===== config.mk =====
export PLATFORM = sky130hd
export DESIGN_NAME = lsp_expand_range
export DESIGN_NICKNAME = d
export VERILOG_FILES = /design/src/rtl/lsp_expand_range_pkg.sv /design/src/rtl/lsp_gap_tmp.sv /design/src/rtl/lsp_expand_range.sv
export SDC_FILE = /design/constraint.sdc
export NUM_CORES = 1
export LEC_CHECK = 0
export ABC_AREA = 1
export ABC_CLOCK_PERIOD_IN_PS = 11900
export CAP_MARGIN = 30
export CORE_ASPECT_RATIO = 0.7
export CORE_MARGIN = 3
export CORE_UTILIZATION = 25
export DETAILED_ROUTE_END_ITERATION = 7
export PLACE_DENSITY = 0.48
export SYNTH_ARGS = -nofsm -noshare
export SYNTH_HDL_FRONTEND = slang
export SYNTH_SLANG_ARGS = --single-unit

===== constraint.sdc =====
create_clock -name clk -period 11.9 [get_ports clk]
set_clock_uncertainty 0.1 [all_clocks]
set_input_delay 1.785 -clock clk [delete_from_list [all_inputs] [get_ports clk]]
set_output_delay 1.785 -clock clk [all_outputs]
set_load 0.05 [all_outputs]

===== src/rtl/lsp_expand_range_pkg.sv =====
// Shared constants, state encoding and 16-bit saturation helper for the LSP
// spacing enforcer.
package lsp_expand_range_pkg;

  localparam int GAP1 = 10;
  localparam int GAP2 = 5;
  localparam int NC   = 5;
  localparam int M    = 10;

  localparam int unsigned DATA_W = 16;
  localparam logic [10:0] RELSPWED_BUF = 11'd2040;

  typedef enum logic [2:0] {
    ST_IDLE    = 3'd0,
    ST_RD_PREV = 3'd1,
    ST_RD_CUR  = 3'd2,
    ST_CALC    = 3'd3,
    ST_WR_PREV = 3'd4,
    ST_WR_CUR  = 3'd5,
    ST_DONE    = 3'd6,
    ST_SKIP    = 3'd7
  } state_t;

  // Clip a 17-bit two's complement value into the 16-bit range.
  function automatic logic [15:0] sat16(input logic [16:0] x);
    logic [15:0] r;
    if (x[16] != x[15]) r = x[16] ? 16'h8000 : 16'h7fff;
    else                r = x[15:0];
    return r;
  endfunction

endpackage


===== src/rtl/lsp_gap_tmp.sv =====
// Saturating spacing arithmetic: t = shr(sat_add(sat_sub(prev,cur),gap),1),
// plus the saturated update values written back to buf[j-1] and buf[j].
module lsp_gap_tmp
  import lsp_expand_range_pkg::*;
(
  input  logic [15:0] prev,
  input  logic [15:0] cur_rd,
  input  logic [15:0] gap,
  input  logic [15:0] cur,
  input  logic [15:0] tmp,
  output logic [15:0] t,
  output logic [15:0] prev_upd,
  output logic [15:0] cur_upd
);

  logic [15:0] diff;
  logic [15:0] sum;

  always_comb begin
    diff     = sat16({prev[15], prev} - {cur_rd[15], cur_rd});
    sum      = sat16({diff[15], diff} + {gap[15], gap});
    t        = {sum[15], sum[15:1]};
    prev_upd = sat16({prev[15], prev} - {tmp[15], tmp});
    cur_upd  = sat16({cur[15], cur} + {tmp[15], tmp});
  end

endmodule


===== src/rtl/lsp_expand_range.sv =====
// In-place LSP spacing enforcer over buf[jFirst-1..jLast] in scratch memory,
// forwarding the updated buf[j] into the next iteration instead of re-reading it.
module lsp_expand_range
  import lsp_expand_range_pkg::*;
#(
  parameter int unsigned       ADDR_W   = 11,
  parameter logic [ADDR_W-1:0] BUF_ADDR = ADDR_W'(RELSPWED_BUF),
  parameter int unsigned       IDX_W    = 4
) (
  input  logic              clk,
  input  logic              reset,
  input  logic              start,
  input  logic [15:0]       gap,
  input  logic [IDX_W-1:0]  jFirst,
  input  logic [IDX_W-1:0]  jLast,
  input  logic [31:0]       memIn,
  output logic [31:0]       memOut,
  output logic [ADDR_W-1:0] memReadAddr,
  output logic [ADDR_W-1:0] memWriteAddr,
  output logic              memWriteEn,
  output logic              busy,
  output logic              done
);

  state_t state, state_nxt;

  logic [IDX_W-1:0] j, jlast_q, j_prev_idx;
  logic [15:0]      gap_q, prev, cur, tmp;
  logic             first;
  logic [15:0]      mem_data, t, prev_upd, cur_upd;
  logic [15:0]      unused_mem_hi;
  logic             t_pos, range_ok;
  state_t           loop_nxt;

  assign mem_data      = memIn[15:0];
  assign unused_mem_hi = memIn[31:16];
  assign j_prev_idx    = j - IDX_W'(1);
  assign t_pos         = !t[15] && (t != 16'd0);
  assign range_ok      = (jFirst != '0) && (jFirst <= jLast);
  assign loop_nxt      = (j == jlast_q) ? ST_DONE : ST_RD_CUR;

  lsp_gap_tmp u_gap_tmp (
    .prev     (prev),
    .cur_rd   (mem_data),
    .gap      (gap_q),
    .cur      (cur),
    .tmp      (tmp),
    .t        (t),
    .prev_upd (prev_upd),
    .cur_upd  (cur_upd)
  );

  // State register
  always_ff @(posedge clk) begin
    if (reset) state <= ST_IDLE;
    else       state <= state_nxt;
  end

  // Next state and state-decoded memory/handshake outputs
  always_comb begin
    state_nxt    = state;
    memReadAddr  = '0;
    memWriteAddr = '0;
    memOut       = '0;
    memWriteEn   = 1'b0;
    busy         = (state != ST_IDLE);
    done         = 1'b0;
    case (state)
      ST_IDLE:    if (start) state_nxt = range_ok ? ST_RD_PREV : ST_SKIP;
      // Empty range still takes two cycles so latency stays 2 + 2n + 2w.
      ST_SKIP:    state_nxt = ST_DONE;
      ST_RD_PREV: begin
        memReadAddr = BUF_ADDR + ADDR_W'(j_prev_idx);
        state_nxt   = ST_RD_CUR;
      end
      ST_RD_CUR: begin
        memReadAddr = BUF_ADDR + ADDR_W'(j);
        state_nxt   = ST_CALC;
      end
      ST_CALC:    state_nxt = t_pos ? ST_WR_PREV : loop_nxt;
      // Write strobe is dropped in the very cycle reset is raised.
      ST_WR_PREV: begin
        memWriteAddr = BUF_ADDR + ADDR_W'(j_prev_idx);
        memOut       = {{16{prev_upd[15]}}, prev_upd};
        memWriteEn   = !reset;
        state_nxt    = ST_WR_CUR;
      end
      ST_WR_CUR: begin
        memWriteAddr = BUF_ADDR + ADDR_W'(j);
        memOut       = {{16{cur_upd[15]}}, cur_upd};
        memWriteEn   = !reset;
        state_nxt    = loop_nxt;
      end
      ST_DONE: begin
        done      = 1'b1;
        state_nxt = ST_IDLE;
      end
      default:    state_nxt = ST_IDLE;
    endcase
  end

  // Operand latches, index and forwarded prev/cur/tmp datapath
  always_ff @(posedge clk) begin
    if (reset) begin
      j       <= '0;
      jlast_q <= '0;
      gap_q   <= '0;
      prev    <= '0;
      cur     <= '0;
      tmp     <= '0;
      first   <= 1'b0;
    end else begin
      case (state)
        ST_IDLE: if (start) begin
          gap_q   <= gap;
          jlast_q <= jLast;
          j       <= jFirst;
        end
        ST_RD_PREV: first <= 1'b1;
        ST_RD_CUR: if (first) begin
          prev  <= mem_data;
          first <= 1'b0;
        end
        ST_CALC: begin
          cur <= mem_data;
          if (t_pos) begin
            tmp <= t;
          end else begin
            prev <= mem_data;
            j    <= j + IDX_W'(1);
          end
        end
        ST_WR_CUR: begin
          prev <= cur_upd;
          j    <= j + IDX_W'(1);
        end
        default: ;
      endcase
    end
  end

endmodule

======== Word-level counts from Yosys, hierarchy flattened ========
Index checks and enable logic that the tools add are counted.
operators by class
  add/subtract/negate cells ............... 8
  $lt $le $gt $ge ......................... 1
  equality and inequality tests ........... 15
  muxes and demuxes ....................... 25
  reduce and logical (&&, ||, !) cells .... 16
operators by type and width
  kind                   count
  $mux W16               10
  $pmux W32 S2           1
  $pmux W16 S3           1
  $pmux W11 S2           2
  $pmux W3 S8            1
  $add A16 B15 Y17       1
  $add A16 B16 Y17       1
  $sub A16 B15 Y17       1
  $sub A16 B16 Y17       1
  $reduce_bool A16 Y1    1
  $add A4 B5 Y6 const A  2
  $eq A3 B3 Y1 const B   4
  $mux W3                4
  $pmux W4 S3            1
  $reduce_bool A3 Y1     3
  $mux W4                2
  $eq A3 B2 Y1 const B   2
  $ne A2 B2 Y1 const B   3
  $reduce_and A3 Y1      2
  $add A4 B1 Y4 const B  1
  $eq A4 B4 Y1           1
  $le A4 B4 Y1           1
  $ne A1 B1 Y1           4
  $reduce_and A2 Y1      2
  other kinds (10)       13
word-level totals
  register bits after elaboration ......... 75
  bits of input ports ..................... 59
  output and inout port bits .............. 57
  logic and storage cells ................. 73

======== Depth between registers and ports, before layout ========
  depth after elaboration ................. 10
  mapped depth ............................ 38
  gate-level depth less buffers ........... 37

======== Modules after synthesis ========
From an unflattened synthesis, not the netlist that was laid out.
unflattened totals
  cell total of the unflattened synthesis .. 1164
  area, all modules ....................... 7432.1 um^2
by module, submodules not included
  module            instances  cells an instance  area an instance (um^2)  sequential area each (um^2)
  lsp_expand_range  1          588                3966.3                   1521.5
  lsp_gap_tmp       1          576                3465.8                   0.0

======== Worst setup path after synthesis ========
No wires, ideal clock.
  path type ............................... in2reg
  start point ............................. input memIn[0]
  end point ............................... register prev[10]
  setup time .............................. 0.113 ns
  data arrival time ....................... 5.570 ns
  required time ........................... 11.687 ns
  setup slack ............................. 6.117 ns
  cell stages on the path ................. 36
  buffers on the path ..................... 2
  cells stage by stage .................... ha_1 inv_1 fa_1 nand2_1 nand2_1 nand3_2 nand2_2 nand2_2 nand2_1 nand2_1 nand2_2 nand2_4 clkbuf_1 nand2_1 fa_1 nand3_1 nand2_1 nand3_1 nand2_1 nand3_1 nand2_1 nand3_1 nand2_1 nand3_1 nand2_1 a31oi_1 xor2_1 o21ai_0 nand2_1 nor2_1 nand2_1 nand2_4 nand2_4 buf_2 nor2_1 nor2_1
on the way
  word-level cells in the longest chain between the ends .. 10
  elaborated cells between the ends (all ways) .. 13
  those cells by class .................... 2 x add/sub; 3 x eq/ne; 4 x mux; 4 x reduce/logical
RTL lines
  what                                                     RTL line                    RTL
  from (decl)                                              lsp_expand_range.sv:16      input logic [31:0] memIn,
  $sub A16 B16 Y17 (*)                                     lsp_gap_tmp.sv:20           diff = sat16({prev[15], prev} - {cur_rd[15], cur_rd});
  $mux W16 or $ne A1 B1 Y1 (tied branches)                 lsp_expand_range_pkg.sv:27  if (x[16] != x[15]) r = x[16] ? 16'h8000 : 16'h7fff;
  $mux W16 (*)                                             lsp_expand_range_pkg.sv:27
  $add A16 B16 Y17 (*)                                     lsp_gap_tmp.sv:21           sum = sat16({diff[15], diff} + {gap[15], gap});
  $mux W16 or $ne A1 B1 Y1 (tied branches)                 lsp_expand_range_pkg.sv:27
  $mux W16 (*)                                             lsp_expand_range_pkg.sv:27
  $reduce_bool A16 Y1 or $logic_not A1 Y1 (tied branches)  lsp_expand_range.sv:38      assign t_pos = !t[15] && (t != 16'd0);
  $logic_and A1 B1 Y1 (*)                                  lsp_expand_range.sv:38
  $ne A2 B2 Y1 (no source line) (*)                        n/a
  $reduce_and A3 Y1 (no source line) (*)                   n/a
  to (signal assigned)                                     lsp_expand_range.sv:121     prev <= mem_data;
  to (signal assigned)                                     lsp_expand_range.sv:129     prev <= mem_data;
  to (signal assigned)                                     lsp_expand_range.sv:134     prev <= cur_upd;
  to (decl)                                                lsp_expand_range.sv:28      logic [15:0] gap_q, prev, cur, tmp;
Every way passes the cells marked *; elsewhere a longest branch is shown, timed or not.
A chain may end at the register's enable or synchronous reset.

======== Worst setup path in the final report ========
  start point ............................. input memIn[6]
  end point ............................... register prev[7]
Same word-level chain as after synthesis.

==> run summary <==
After synthesis, the largest family of logic cells by area is simple AND/OR/NAND/NOR gates. The post-CTS setup buffer count is 0. The number of remaining DRC errors was 0. The top cell types in the final layout, fill and taps aside, are 255 x sky130_fd_sc_hd__nand2_1, 137 x sky130_fd_sc_hd__inv_1, 120 x sky130_fd_sc_hd__a21oi_1. At the pin with the least slew margin, the transition time is 0.945 ns.

Main flop type after synthesis: sky130_fd_sc_hd__dfxtp_1. In this run the power density over the cells is 303 nW/um^2. For this design, the CTS-stage hold fixing added 0 buffers. Buffers placed on the I/O ports in this run total 99. At the worst endpoint, the required time is 12.04 ns. The area share of and/or/nand/nor cells after synthesis was 27.5%. Setup violations remaining at the end of the flow were counted as 0. The first global-routing pass estimated 35700 um of wire.

Of all flip-flops after synthesis, the portion carrying an async set or reset was 0%. For this configuration, the core starts out at a cell density of 25.9%. The number of antenna diodes in the final layout is 0.

The number of nets handed over by synthesis was 1245. The run finished with clean final reports. The routed wirelength normalized by instance count came out at 14.3 um. Among the stages of the critical path, the cell type that occurs most often is sky130_fd_sc_hd__nand2_1. Headroom to the max-slew limit came out at 36.8%. TritonCTS built the clock tree. The final critical-path share of the clock period came out at 62.2%.

In the final design database the tool counted 1296 nets. The largest driver fanout on the critical path came out at 30. The tools report the first-pass iteration count of the detailed router as 6.

The post-detailed-routing wire length is 22000 um, and the total routing usage reported by global routing is 14.8%. In this run the cell area of the synthesized design comes to 7050 um^2. Final design area excluding fillers: 8430 um^2. The type of the worst setup path was in -> reg. The worst hold path class was reg -> reg. Number of design-rule violations left by the first detailed-router iteration: 429. The weighted congestion at the end of routability-driven global placement was 0.818. The tools report the number of cells upsized or downsized after cts as 0. For the number of distinct library cell variants in the gate-level netlist after synthesis, the log shows 46. The tree is rooted in a sky130_fd_sc_hd__clkbuf_16. The region available for standard cell placement spans 27200 um^2. The arrival time at the worst endpoint came out at 7.54 ns.

The HPWL after detailed placement is 17800 um. Setup repair after global routing left no endpoint under its margin. Once detail routing completed, the nets flagged for antenna violations numbered 0. From synthesis to final layout, the design area changed by 19.6%. For the yosys synthesis warning count, the log shows 0.

The floorplan die height was 147 um; the clock-pin transition on the worst setup and hold timing paths was 0.06 ns. The multiplexer share of the synthesized area was 0.160%; the largest incremental delay on the critical path was 0.51 ns. The smallest clock period supported by the final layout is computed as 7.40 ns.

For the clock sink count, the log shows 75. VDD sags by at most 0.183 mV. The analysis attributes to cell leakage a power of 0.00408 uW. In this run the count of I/O pins placed on the die edge is 116. The complex-gate fraction of the synthesized area is 18.8%, and the total global routing overflow is 0. The tool flagged a number of max-cap violations equal to 0. The later pin in the worst-skew pair is clocked with a latency of 0.35 ns. The number of endpoints with negative hold slack in the final report is 0.

The largest individual stage delay along the critical path comes from the cell sky130_fd_sc_hd__clkdlybuf4s50_1. The post-route netlist has 4.70% of its cells at a drive strength greater than 1. In the synthesized netlist, the number of instances is 1113. For the max-slew violation total from the final report, the log shows 0. The number of global-route vias before repair is 6653, and the CTS buffer count is 9. The die area came out at 30300 um^2. The tools report the startpoint type of the worst setup path as a primary input. The filler cells instantiated in the layout total 2987. Cell area after placement: 8150 um^2.

The initialized floorplan defines 50 standard-cell rows. Leaving out fill and tap cells, the most frequent cell in the layout is sky130_fd_sc_hd__nand2_1. The number of synthesized register bits is 75.

The logs give 43 for the largest net degree at the start of global routing and 6949 for the total number of vias. The die boundary width was 207 um; the setup total negative slack was 0 ns. The number of vias per cell was 4.53. Maximum number of buffers from clock root to sink: 2. The tools report the maximum clock frequency as 0.135 GHz. Number of antenna violations at the first check in global routing: 0.

STA classifies the critical path endpoint as a flip-flop. Of the total synthesized cell area, the portion taken by XOR and XNOR cells is 6.09%. The synthesized netlist devotes 13.4% of its cell area to adder and majority cells.

The synthesized area per cell is 6.34 um^2, and the share of the yosys chip area belonging to registers is 21.3%. The maximum level of the CTS H-tree is 3, and the number of flops mapped to enable cells by yosys is 0.
state kept, by name (all words and copies together), names as in the netlist:
register	count
prev	16
state	3
j	4
tmp	15
first	1
gap_q	16
jlast_q	4
cur	16
worst paths after layout:
check / from / endpoint / slack (ns) / cells past startpoint
setup reg to reg: prev[4] / prev[7] / 6.13 / 31
hold / removal: gap_q[9] / gap_q[9] / 0.36 / 2
setup / recovery: memIn[6] / prev[7] / 4.50 / 33
hold reg to reg: gap_q[9] / gap_q[9] / 0.36 / 2
synth_stat cells, drive strengths merged (4+ instances only):
cell,number,area [um^2]
a21oi,122,618
dfxtp,75,1500
nor3,7,40.0
or2,14,87.6
o21bai,4,30.0
o22ai,6,37.5
a31oi,10,62.6
fa,4,80.1
ha,69,863
o21ai,94,470
nor2,113,429
xnor2,13,114
xor2,36,315
inv,138,518
nand2,266,1040
nand3,56,290
buf,40,295
clkbuf,24,91.3
metrics by stage:
step           hold slack [ns]  util (%)  instances  total power (uW)  setup slack (ns)
2_1_floorplan            0.338         -       1113              1830              6.12
3_3_place_gp             0.357      30.0       1517              2280              4.36
3_5_place_dp             0.355      30.0       1517              2290              4.24
4_1_cts                  0.368      31.0       1533              2570              4.60
5_1_grt                  0.393      31.0       1533              2830              3.80
6_report                 0.365      31.0       1533              2560              4.50
logic make-up after synthesis:
logic type                 count (synthesis)
muxes                                      1
xor gates and xnor gates                  49
and+or+nand+nor                          464
buffers and inverters                    202
adders and majority gates                 73
DFF                                       75
AOI/OAI and AO/OA                        249
worst max-delay path, delay by kind of cell:
kind / cells / cell delay, ns
fa+ha+maj: 2 / 0.69
simple gates: 22 / 3.04
buf+inv: 5 / 0.94
compound gates: 4 / 1.03
cell type report:
| class | count | area, um^2 | area share (%) |
|---|---|---|---|
| Clock inverter | 5 | 27.5 | 0.326 |
| Multi-Input combinational cell | 836 | 4650 | 55.1 |
| Clock buffer | 11 | 253 | 3.00 |
| Tap cell | 364 | 455 | 5.40 |
| Timing Repair Buffer | 104 | 1030 | 12.2 |
| Sequential cell | 75 | 1500 | 17.8 |
| Inverter | 138 | 518 | 6.14 |
where the power goes:
part           internal [uW]  switching, uW  total, uW
clock                    151            115        266
combinational            649           1280       1930
sequential               306           56.5        362
per-layer routing:
| metal | vias to the layer above | share of wire (%) | global-route usage [%] |
|---|---|---|---|
| li1 | 3692 | - | - |
| met1 | 3093 | 54 | 22.9 |
| met2 | 154 | 40 | 21.5 |
| met3 | 10 | 5.2 | 2.94 |
| met4 | 0 | 0.50 | 2.12 |
| met5 | - | 0 | 0 |
(Power assumes the default switching activity.)
==> patch (config.mk and constraints unchanged) <==
Add an input register stage for `start`, `gap`, `jLast` and `memIn`; this delays them by one clock.
--- a/src/rtl/lsp_expand_range.sv
+++ b/src/rtl/lsp_expand_range.sv
@@ -24,2 +24,21 @@
 
+  logic start_q;
+  logic [15:0] gap_r;
+  logic [IDX_W-1:0] jLast_q;
+  logic [31:0] memIn_q;
+
+  always_ff @(posedge clk) begin
+    if (reset) begin
+      start_q <= '0;
+      gap_r   <= '0;
+      jLast_q <= '0;
+      memIn_q <= '0;
+    end else begin
+      start_q <= start;
+      gap_r   <= gap;
+      jLast_q <= jLast;
+      memIn_q <= memIn;
+    end
+  end
+
   state_t state, state_nxt;
@@ -34,7 +53,7 @@
 
-  assign mem_data      = memIn[15:0];
-  assign unused_mem_hi = memIn[31:16];
+  assign mem_data      = memIn_q[15:0];
+  assign unused_mem_hi = memIn_q[31:16];
   assign j_prev_idx    = j - IDX_W'(1);
   assign t_pos         = !t[15] && (t != 16'd0);
-  assign range_ok      = (jFirst != '0) && (jFirst <= jLast);
+  assign range_ok      = (jFirst != '0) && (jFirst <= jLast_q);
   assign loop_nxt      = (j == jlast_q) ? ST_DONE : ST_RD_CUR;
@@ -68,3 +87,3 @@
     case (state)
-      ST_IDLE:    if (start) state_nxt = range_ok ? ST_RD_PREV : ST_SKIP;
+      ST_IDLE:    if (start_q) state_nxt = range_ok ? ST_RD_PREV : ST_SKIP;
       // Empty range still takes two cycles so latency stays 2 + 2n + 2w.
@@ -113,5 +132,5 @@
       case (state)
-        ST_IDLE: if (start) begin
-          gap_q   <= gap;
-          jlast_q <= jLast;
+        ST_IDLE: if (start_q) begin
+          gap_q   <= gap_r;
+          jlast_q <= jLast_q;
           j       <= jFirst;
Formal check against the unedited RTL: not equivalent (Yosys sat finds a counterexample within 4 cycles, from zero or initial values and one cycle with reset high).
==> patch against the original RTL <==
- design area up 13%
- wire length up 7.8%
- area after synthesis increased by 15%
- combinational power increased by 17%
- power increased by 19%
- hold slack better by 5.5 ps
- worst setup slack improved by 810 ps
- sequential cell count is 37 higher
- highest routed layer unchanged
==> patch: results (changes against the original RTL) <==
- Status: complete, no violations
- Met3 GRT Util: 3.19% (+0.25 points)
- Largest net degree at the start of global routing: 65 (+51%)
- Adder-cell share of the synthesized area: 11.7% (-1.7 points)
- Routability cong.: 0.839 (+2.6%)
- Number of multi-input logic gates: 865 (+3.5%)
- Drt pass-1 iters: 5 (-1)
- XOR/XNOR Fraction of Synth Area: 5.41% (-0.67 points)
- Clock Latency Late Sink: 380 ps (+30 ps)
- DP HPWL: 18,700 um (+5.0%)
- Post-DP Area: 9270 sq um (+14%)
- # nets final: 1,396 (+7.7%)
- Area contributors post-synth: dfxtp_1 (28%), nand2_1 (12%), ha_1 (11%), a21oi_1 (8.2%), inv_1 (7.8%)
- Slew HR: 41.8% (+5.0 points)
- #FFs+latches synth: 112 (+49%)
- Reg-to-Reg End: prev[6]
- DP Worst Slack: 5500 ps (+1260 ps)
- First-pass GRT wire length: 38,500 um (+7.7%)
- Crit path launch: prev[0]
- FF+latch area: 2240 sq um (+49%)
- Sw Pwr: 1720 uW (+19%)
- Worst stage delay on the critical path: 800 ps (+290 ps)
- Register-to-register setup slack: 5440 ps (-690 ps)
- CP endpoint: memOut[0]
- Non-clock inverter count in the final layout: 169 (+22%)
- Max FO, Critical Path: 10 (-67%)
- Synth cell count leaders: nand2_1 (258), inv_1 (169), a21oi_1 (132), nor2_1 (131), dfxtp_1 (112)
- Synth unique cells: 45 (-2.2%)
- Area fraction of clock buffers and clock inverters: 3.01% (-0.31 points)
- Multiplexer area fraction after synthesis: 0% (-0.16 points)
- DR vias/cell: 4.47 (-1.5%)
- GR Util All Layers: 13.9% (-0.93 points)
- DRT met1 WL: 13,100 um (+9.5%)
- VDD IR max: 273 uV (+49%)
- Routing usage on met1: 21.0% (-1.9 points)
- Post-synthesis sequential area ratio: 27.7% (+6.4 points)
- Arrival @ worst endpoint: 4700 ps (-2840 ps)
- Layout clock buffer count: 10 (-1)
- Vias in the first global route: 7,223 (+8.6%)
- Metal3 WL: 1060 um (-6.9%)
- WHS Endpoint: gap_q[12]
- Initial DRC count: 534 (+24%)
- Fraction of layout cells with a size suffix above 1: 4.73% (+0.023 points)
- Ys Warns: 0 (unchanged)
- Met2 routed wirelength: 9350 um (+6.8%)
- P_leak: 0.00466 uW (+14%)
- Filler instances: 3,506 (+17%)
- Met2 usage: 20.3% (-1.2 points)
- Synthesized Nets: 1,343 (+7.9%)
- Non-Clock Buffer Count: 107 (+2.9%)
- CP top delay family: buffers and inverters
- Mapped cell area: 8090 sq um (+15%)
- Setup WS post-layout: 5310 ps (+813 ps)
- DR WL/cell: 14.0 um (-2.1%)
- Worst Hold Launch: gap_r[12]
- Non-clk buf share: 10.9% (-1.3 points)
## patch: cell types whose count changed after synthesis, moves of 4 or more
cell and delta:
nand3_1 -4, nand2_2 +4, a21oi_1 +12, buf_1 +4
nor3_1 +6, inv_1 +32, a31oi_1 -5, o21ai_0 -18
dfxtp_1 +37, nor2_1 +20, o2111ai_1 +6
## patch: through the flow
stage / hold WS, ps / instances / utilization (%) / total power, uW
floorplan: 341 / 1211 / - / 2170
global placement: 354 / 1672 / 29.4 / 2710
detailed placement: 361 / 1672 / 29.4 / 2720
CTS: 374 / 1688 / 30.3 / 3050
global route: 394 / 1689 / 30.4 / 3340
finish: 370 / 1689 / 30.4 / 3030
## patch: tightest hold or removal path: stages, from the launching register on
cell     delay, ps
dfxtp_1        300
nand3_1         70
a21oi_1         60
## patch: power groups by stage
stage	clock network [uW]	logic, uW	registers, uW
floorplan	0	1710	463
global placement	0	2230	484
detailed placement	0	2240	485
CTS	326	2250	477
global route	341	2520	484
finish	311	2250	475
